`src/rtl/ro_freq_counter.sv`:
```
// ro_freq_counter
//   Measures the frequency of a free-running ring oscillator. The block enables
//   the oscillator and lets it settle. It then counts rising edges of the
//   synchronized oscillator output over a fixed window of clk cycles. The result
//   is presented on a valid/ready handshake.
//
// Ports
//   clk          system clock, all state on its rising edge
//   rst          asynchronous, active-high reset
//   start        measurement request, sampled only in IDLE
//   ro_out       oscillator output, asynchronous to clk
//   ro_enable    oscillator enable, high in SETTLE and MEASURE
//   busy         high in any state other than IDLE
//   count_valid  result available
//   count_ready  consumer accepts result
//   count_out    rising-edge count of the last window (saturating)
//   overflow     counter saturated during the last window

module ro_freq_counter #(
    parameter int GATE_CYCLES   = 1024,
    parameter int SETTLE_CYCLES = 8,
    parameter int SYNC_STAGES   = 2,
    parameter int CNT_WIDTH     = 16
) (
    input  logic                 clk,
    input  logic                 rst,
    input  logic                 start,
    input  logic                 ro_out,
    output logic                 ro_enable,
    output logic                 busy,
    output logic                 count_valid,
    input  logic                 count_ready,
    output logic [CNT_WIDTH-1:0] count_out,
    output logic                 overflow
);

    localparam int TMAX = (GATE_CYCLES > SETTLE_CYCLES) ? GATE_CYCLES : SETTLE_CYCLES;
    localparam int TW   = $clog2(TMAX + 1);

    localparam logic [TW-1:0]        SETTLE_LAST = TW'(SETTLE_CYCLES - 1);
    localparam logic [TW-1:0]        GATE_LAST   = TW'(GATE_CYCLES - 1);
    localparam logic [TW-1:0]        TIM_ONE     = TW'(1);
    localparam logic [CNT_WIDTH-1:0] CNT_ONE     = CNT_WIDTH'(1);

    typedef enum logic [1:0] {
        IDLE    = 2'd0,
        SETTLE  = 2'd1,
        MEASURE = 2'd2,
        DONE    = 2'd3
    } state_t;

    state_t                 state_q, state_d;
    logic [SYNC_STAGES-1:0] sync_q, sync_d;
    logic                   prev_q, prev_d;
    logic [TW-1:0]          timer_q, timer_d;
    logic [CNT_WIDTH-1:0]   cnt_q, cnt_d;
    logic [CNT_WIDTH-1:0]   count_out_q, count_out_d;
    logic                   overflow_q, overflow_d;
    logic                   count_valid_q, count_valid_d;

    logic s;
    logic rise;

    // Synchronized oscillator level and its one-cycle-delayed copy.
    assign s    = sync_q[SYNC_STAGES-1];
    assign rise = s & ~prev_q;

    always_comb begin
        state_d       = state_q;
        sync_d        = {sync_q[SYNC_STAGES-2:0], ro_out};
        prev_d        = s;
        timer_d       = timer_q;
        cnt_d         = cnt_q;
        count_out_d   = count_out_q;
        overflow_d    = overflow_q;
        count_valid_d = count_valid_q;

        unique case (state_q)
            IDLE: begin
                if (start) begin
                    state_d    = SETTLE;
                    cnt_d      = '0;
                    overflow_d = 1'b0;
                    timer_d    = '0;
                end
            end

            SETTLE: begin
                if (timer_q == SETTLE_LAST) begin
                    state_d = MEASURE;
                    timer_d = '0;
                end else begin
                    timer_d = timer_q + TIM_ONE;
                end
            end

            MEASURE: begin
                // Saturate instead of wrapping. The flag records an edge that
                // arrived while the counter was already all-ones.
                if (rise) begin
                    if (cnt_q == '1) overflow_d = 1'b1;
                    else             cnt_d      = cnt_q + CNT_ONE;
                end
                if (timer_q == GATE_LAST) begin
                    // The edge seen in the final window cycle is included.
                    state_d       = DONE;
                    timer_d       = '0;
                    count_out_d   = cnt_d;
                    count_valid_d = 1'b1;
                end else begin
                    timer_d = timer_q + TIM_ONE;
                end
            end

            DONE: begin
                if (count_ready) begin
                    state_d       = IDLE;
                    count_valid_d = 1'b0;
                end
            end

            default: state_d = IDLE;
        endcase
    end

    always_ff @(posedge clk or posedge rst) begin
        if (rst) begin
            state_q       <= IDLE;
            sync_q        <= '0;
            prev_q        <= 1'b0;
            timer_q       <= '0;
            cnt_q         <= '0;
            count_out_q   <= '0;
            overflow_q    <= 1'b0;
            count_valid_q <= 1'b0;
        end else begin
            state_q       <= state_d;
            sync_q        <= sync_d;
            prev_q        <= prev_d;
            timer_q       <= timer_d;
            cnt_q         <= cnt_d;
            count_out_q   <= count_out_d;
            overflow_q    <= overflow_d;
            count_valid_q <= count_valid_d;
        end
    end

    // Decoded straight from the state register so that reset drops them at once.
    assign ro_enable   = (state_q == SETTLE) || (state_q == MEASURE);
    assign busy        = (state_q != IDLE);
    assign count_valid = count_valid_q;
    assign count_out   = count_out_q;
    assign overflow    = overflow_q;

endmodule

```
`config.mk`:
```
export PLATFORM = sky130hd
export DESIGN_NAME = ro_freq_counter
export DESIGN_NICKNAME = d
export VERILOG_FILES = /design/src/rtl/ro_freq_counter.sv
export SDC_FILE = /design/constraint.sdc
export NUM_CORES = 1
export LEC_CHECK = 0
export BUFFER_PORTS_ARGS = -buffer_cell sky130_fd_sc_hd__buf_2
export CAP_MARGIN = 5
export CORE_MARGIN = 2
export CORE_UTILIZATION = 53
export CTS_BUF_LIST = sky130_fd_sc_hd__clkbuf_8 sky130_fd_sc_hd__clkbuf_16
export DETAILED_ROUTE_END_ITERATION = 8
export GPL_TIMING_DRIVEN = 0
export PLACE_DENSITY_LB_ADDON = 0.1
export SLEW_MARGIN = 10
export SYNTH_ARGS = -nofsm -noshare
export SYNTH_HDL_FRONTEND = slang
export SYNTH_SLANG_ARGS = --single-unit
```
`constraint.sdc`:
```
create_clock -name clk -period 1.9 [get_ports clk]
set_input_delay 0.19 -clock clk [delete_from_list [all_inputs] [get_ports clk]]
set_output_delay 0.19 -clock clk [all_outputs]
set_load 0.005 [all_outputs]
```
==> results of run 1 <==
==> report_power, final <==
group / switching, mW / internal, mW
registers: 0.0800 / 1.14
logic: 0.928 / 0.680
clock network: 0.363 / 0.293
total: 1.37 / 2.11
==> stage by stage <==
stage          area [sq um]  setup TNS, ns  power, mW  cells  setup slack [ns]
2_1_floorplan          2670         -0.137       2.04    284            -0.137
4_1_cts                3260         -0.210       3.22    401            -0.154
3_5_place_dp           2890         -11.74       2.36    376            -0.419
6_report               3540         -0.545       3.48    410            -0.175
3_3_place_gp           2870         -18.86       2.33    375            -0.423
5_1_grt                3540          -1.89       3.67    410            -0.216
==> state kept, by name, summed over array words and instances (netlist names) <==
name and flops:
count_valid 1, count_out 16, state_q 2, sync_q 2
prev_q 1, timer_q 11, overflow 1, cnt_q 16
==> Yosys cell counts (3+ instances only) <==
cell type / count
dfrtp_1: 50
nand2_1: 40
o21ai_0: 24
a21oi_1: 19
nor2_1: 19
xnor2_1: 13
inv_1: 10
clkbuf_1: 8
nand3_1: 8
nand4_1: 7
ha_1: 6
nor3_1: 6
nand2b_1: 4
or4_1: 4
a22o_1: 3
a31oi_1: 3
and4_1: 3
buf_2: 3
mux2i_1: 3
nor4_1: 3
o2bb2ai_1: 3
o31a_1: 3
xor2_1: 3
==> cell type report <==
type                       instances  area [sq um]
buffer                             8          66.3
clock buffer                       6          82.6
clock inverter                     2          12.5
fill                             353          1250
inverter                          10          37.5
multi-input combinational        213          1580
sequential                        50          1260
tap                               67          83.8
timing repair buffer              54           413
==> logic make-up after synthesis <==
group	count (synthesis)
compound gates	73
mux	6
xor+xnor	16
fa+ha+maj	6
simple gates	112
flops	50
buf+inv	21
==> critical path, cell delays in order (launching register included) <==
cell and delay [ns]:
dfrtp_1 0.41, or4_1 0.53, o31a_1 0.29, a21o_1 0.17, and3b_2 0.26, mux2_4 0.30
==> path summary, 6_finish.rpt <==
check / depth (start not counted) / slack, ns / to
worst max-delay path: 5 / -0.18 / state_q[1]
worst min-delay path: 3 / 0.18 / count_valid
worst max register to register: 5 / -0.18 / state_q[1]
worst min register to register: 0 / 0.36 / sync_q[1]
min in group asynchronous: 3 / 0.41 / count_out[10]
max in group asynchronous: 4 / 0.97 / timer_q[8]
==> routing by layer <==
metal	track usage	part of all wire	vias up
met5	0	0	-
met4	0.105	0.033	0
met3	0.0402	0.040	23
met2	0.413	0.51	68
met1	0.316	0.42	1196
li1	-	-	1151
==> repair_timing <==
item	in CTS	in global routing
setup buffers	17	8
resized for setup	32	61
endpoints found under the hold margin	19	0
cloned	0	2
setup endpoints to repair	46	46
hold buffers	2	0
pin swaps	8	9
==> impl_metrics.csv, run 1 <==
group,metric,value,unit
status,outcome,"finished, violations left",
status,violations,"setup timing",
floorplan,die-area,5610,sq um
floorplan,ioPinCount,25,
setup_path,path_class,"reg -> reg",
power_and_ir_drop,p_leak,1.59,nW
finish,drive_above_1_share,0.347,
finish,nets,353,
detailed_routing,initialDrtViolationCount,172,
power_and_ir_drop,ir_drop,0.935,mV
placement,gp_congestion,0.896,
timing,worstMarginPinSlew,0.593,ns
setup_path,startpoint_type,"flip-flop",
clock_tree,clkSinkCount,50,
synthesis,synthesis.area,2660,sq um
global_routing,groute.usage.overall,0.247,
detailed_routing,postRouteAntennaNets,0,
synthesis,ys_ff_latch,50,
timing,hold_ws,0.176,ns
synthesis,yosysTopAreaCell,"dfrtp_1",
clock_tree,clk_pin_slew,0.09,ns
synthesis,synthSimpleGateAreaFrac,0.220,
global_routing,grt_max_degree,33,
timing,fin_crit_sh,1.09,
flow_run,maxCapViolCount,0,
synthesis,yosysWarnings,0,
synthesis,synth_xor_area_frac,0.0526,
setup_path,crit_start,"timer_q[5]",
min_path,min_from,"count_ready",
placement,dp_hpwl,4.12,mm
detailed_routing,firstDrtPassIters,4,
finish,mostFrequentLayoutCell,"dfrtp_1",
detailed_routing,drt-total-wl,6.99,mm
clock_tree,cts_tree,"built",
synthesis,syn_nets,295,
synthesis,async_reset_ff_frac,1.00,
clock_tree,insertion_delay,0.31,ns
timing,relSlewSlack,0.601,
timing,slew_viol_final,0,
synthesis,synth_top_family_by_area,"simple AND/OR/NAND/NOR gates",
clock_tree,cts_root_buffer,"clkbuf_8",
synthesis,synthMuxAreaShare,0.0240,
timing,final.setup.worst_slack,-0.175,ns
timing,rsz0062_at_grt,"yes",
timing,max_freq,482,MHz
timing,setup_viol,12,
min_path,holdCritPathClass,"in -> reg",
placement,port_buffers,24,
finish,layout_common_cells,"dfrtp_1, nand2_1, buf_2",
setup_path,arrival,2.27,ns
power_and_ir_drop,p_per_area,983,nW/um^2
global_routing,grt_pass1_wl,10.5,mm
finish,diodes,0,
global_routing,grt_pass1_vias,2250,
synthesis,netlist.area_leader.share,0.470,
floorplan,die_w,74.9,microns
synthesis,yosys.cell_types.count,52,
clock_tree,cts_made_buffers,5,
timing,clock_skew,0.00921,ns
setup_path,endpoint_kind,"flip-flop",
synthesis,synth_fa_ha_area_frac,0.0282,
synthesis,syn_avg_cell_area,9.38,sq um
setup_path,cp_max_fo,3,
timing,final_hold_viol_count,0,
floorplan,die_h,74.9,microns
floorplan,core-area,4790,sq um
detailed_routing,vias_per_cell,5.95,
synthesis,synthCells,284,
clock_tree,cts.path.max_buffers,2,
setup_path,r2r-start,"timer_q[5]",
setup_path,crit_required,2.09,ns
synthesis,ys.flop_type,"dfrtp_1",
synthesis,synth-compound-area-share,0.175,
global_routing,grt.overflow.total,0,
synthesis,synth-seq-area-share,0.470,
detailed_routing,vias,2438,
synthesis,synth-edff-count,0,
floorplan,start_util,0.557,
finish,utilization,0.739,
synthesis,yosys-top-cells-area,"dfrtp_1, nand2_1, o21ai_0",
global_routing,antenna_found_initial,0,
timing,fin_crit,2.08,ns
detailed_routing,route.detailed.drc,0,
detailed_routing,wire_per_inst,17.0,microns
finish,area_delta_synth_final,32.8,%
floorplan,rows,25,
clock_tree,htreeDepth,2,
Power figures use the tool's default switching activity.
==> run 2, diff against run 1 <==
--- a/config.mk
+++ b/config.mk
@@ -7,6 +7,7 @@
 export LEC_CHECK = 0
 export BUFFER_PORTS_ARGS = -buffer_cell sky130_fd_sc_hd__buf_2
 export CAP_MARGIN = 5
+export CORE_ASPECT_RATIO = 0.7
 export CORE_MARGIN = 2
 export CORE_UTILIZATION = 53
 export CTS_BUF_LIST = sky130_fd_sc_hd__clkbuf_8 sky130_fd_sc_hd__clkbuf_16
==> impl_metrics.csv, run 2 (same netlist as run 1, synthesis figures left out) <==
group,metric,value,unit
timing,fin_crit,2.16,ns
setup_path,crit_required,2.11,ns
setup_path,slowest_stage,"or4_1",
clock_tree,clk_pin_slew,0.10,ns
timing,relSlewSlack,0.648,
finish,multiInputGateArea,1590,sq um
floorplan,die_w,88.7,microns
global_routing,groute.usage.overall,0.248,
timing,slew_viol_final,0,
timing,setup_viol,12,
setup_path,startpoint_type,"flip-flop",
floorplan,start_util,0.554,
clock_tree,htreeDepth,2,
detailed_routing,vias,2539,
floorplan,die-area,5620,sq um
global_routing,grt_max_degree,29,
clock_tree,cts_tree,"built",
detailed_routing,postRouteAntennaNets,0,
setup_path,arrival,2.38,ns
placement,dp_hpwl,4.34,mm
placement,placed_area,2890,sq um
floorplan,die_h,63.3,microns
finish,nets,359,
power_and_ir_drop,p_per_area,1050,nW/um^2
timing,fin_crit_sh,1.14,
clock_tree,cts_made_buffers,5,
floorplan,ioPinCount,25,
global_routing,grt_pass1_vias,2148,
detailed_routing,route.detailed.drc,0,
setup_path,endpoint_kind,"flip-flop",
global_routing,antenna_found_initial,1,
timing,rsz0062_at_grt,"yes",
floorplan,rows,21,
finish,area_delta_synth_final,33.3,%
flow_run,maxCapViolCount,0,
clock_tree,insertion_delay,0.32,ns
global_routing,grt_pass1_wl,10.7,mm
status,outcome,"finished, violations left",
detailed_routing,initialDrtViolationCount,167,
setup_path,cp_max_fo,4,
finish,register_area,1260,sq um
global_routing,grt.overflow.total,0,
finish,drive_above_1_share,0.344,
placement,dp_worst_setup_slack,-0.506,ns
detailed_routing,vias_per_cell,6.07,
setup_path,slowest_delay,0.51,ns
finish,nFillCells,346,
min_path,holdCritPathClass,"in -> reg",
status,violations,"setup timing",
finish,diodes,0,
detailed_routing,wire_per_inst,17.9,microns
timing,final.setup.worst_slack,-0.261,ns
setup_path,path_cells,"or4_1, o31a_1, a21o_1, and3b_2, mux2_4",
placement,gp_congestion,0.891,
detailed_routing,firstDrtPassIters,8,
timing,worstMarginPinSlew,0.527,ns
finish,layout_common_cells,"dfrtp_1, nand2_1, buf_4",
timing,clock_skew,0.00505,ns
floorplan,core-area,4810,sq um
clock_tree,clkSinkCount,50,
clock_tree,cts_root_buffer,"clkbuf_8",
setup_path,path_class,"reg -> reg",
finish,stdcell_area,3550,sq um
timing,max_freq,463,MHz
detailed_routing,drt-total-wl,7.49,mm
placement,port_buffers,24,
timing,final_hold_viol_count,0,
power_and_ir_drop,ir_drop,0.612,mV
clock_tree,cts.path.max_buffers,2,
finish,mostFrequentLayoutCell,"dfrtp_1",
power_and_ir_drop,p_leak,1.60,nW
==> run 2: cell count changes in the layout (fill, tap and decap cells not counted), moves of 2 or more <==
cell / change
nand2_2: -2
nor2_2: +2
o21ai_1: -11
clkbuf_4: -3
nand2_1: +2
buf_2: +4
dfrtp_1: +4
clkbuf_16: -2
buf_4: +8
o21ai_0: +11
nor2_1: -2
dfrtp_2: -4
buf_8: -2
==> run 2: path summary, 6_finish.rpt <==
path                             start           to  slack, ns  depth (start not counted)
max                         timer_q[9]   state_q[1]      -0.26                          5
min                        count_ready  count_valid       0.16                          3
max reg2reg                 timer_q[9]   state_q[1]      -0.26                          5
min reg2reg                  sync_q[0]    sync_q[1]       0.36                          0
max in group asynchronous          rst     cnt_q[1]       0.92                          4
min in group asynchronous          rst   timer_q[0]       0.44                          3
==> run 2: area by class of cell <==
type,count,share of cell area
well taps,69,0.0243
clock buffers,5,0.0194
multi-input cells,213,0.449
plain buffers,8,0.0155
repair buffers,60,0.115
inverters,10,0.0106
flip-flops and latches,50,0.354
clock inverters,3,0.0127
==> run 2: repair_timing <==
item,in CTS,in global routing
hold buffers,2,0
buffers inserted,18,14
pin swaps,10,17
endpoints found under the hold margin,23,0
resized for setup,30,38
setup endpoints to repair,45,44
gates cloned,0,1
==> run 2: where the power goes <==
part	total, mW	switching [mW]	internal (mW)
clock	0.786	0.394	0.392
sequential	1.23	0.0885	1.14
combinational	1.72	0.991	0.730
total	3.73	1.47	2.26
==> run 2: per-layer routing <==
layer,routed length [microns],up-vias,global-route usage
met4,113,2,0.0625
li1,-,1164,-
met5,7,-,0
met2,3330,116,0.334
met1,3450,1241,0.398
met3,593,16,0.0564
==> run 2: stage by stage <==
step                      hold WS (ns)   util  total power [mW]  std cells  TNS [ns]
after global routing             0.188  0.738              3.90        418     -1.95
after floorplan                  0.221      -              2.04        284    -0.137
after detailed placement         0.259  0.602              2.36        378    -13.49
after CTS                        0.162  0.683              3.29        403    -0.395
final                            0.157  0.738              3.73        418     -1.14
after global placement           0.300  0.598              2.34        377    -20.80
==> run 2: worst max-delay path, delay by kind of cell (launching register included) <==
family	cells	cell delay, ns
flip-flops	1	0.41
AND/OR/NAND/NOR	2	0.78
multiplexers	1	0.30
AO/OA/AOI/OAI	2	0.56
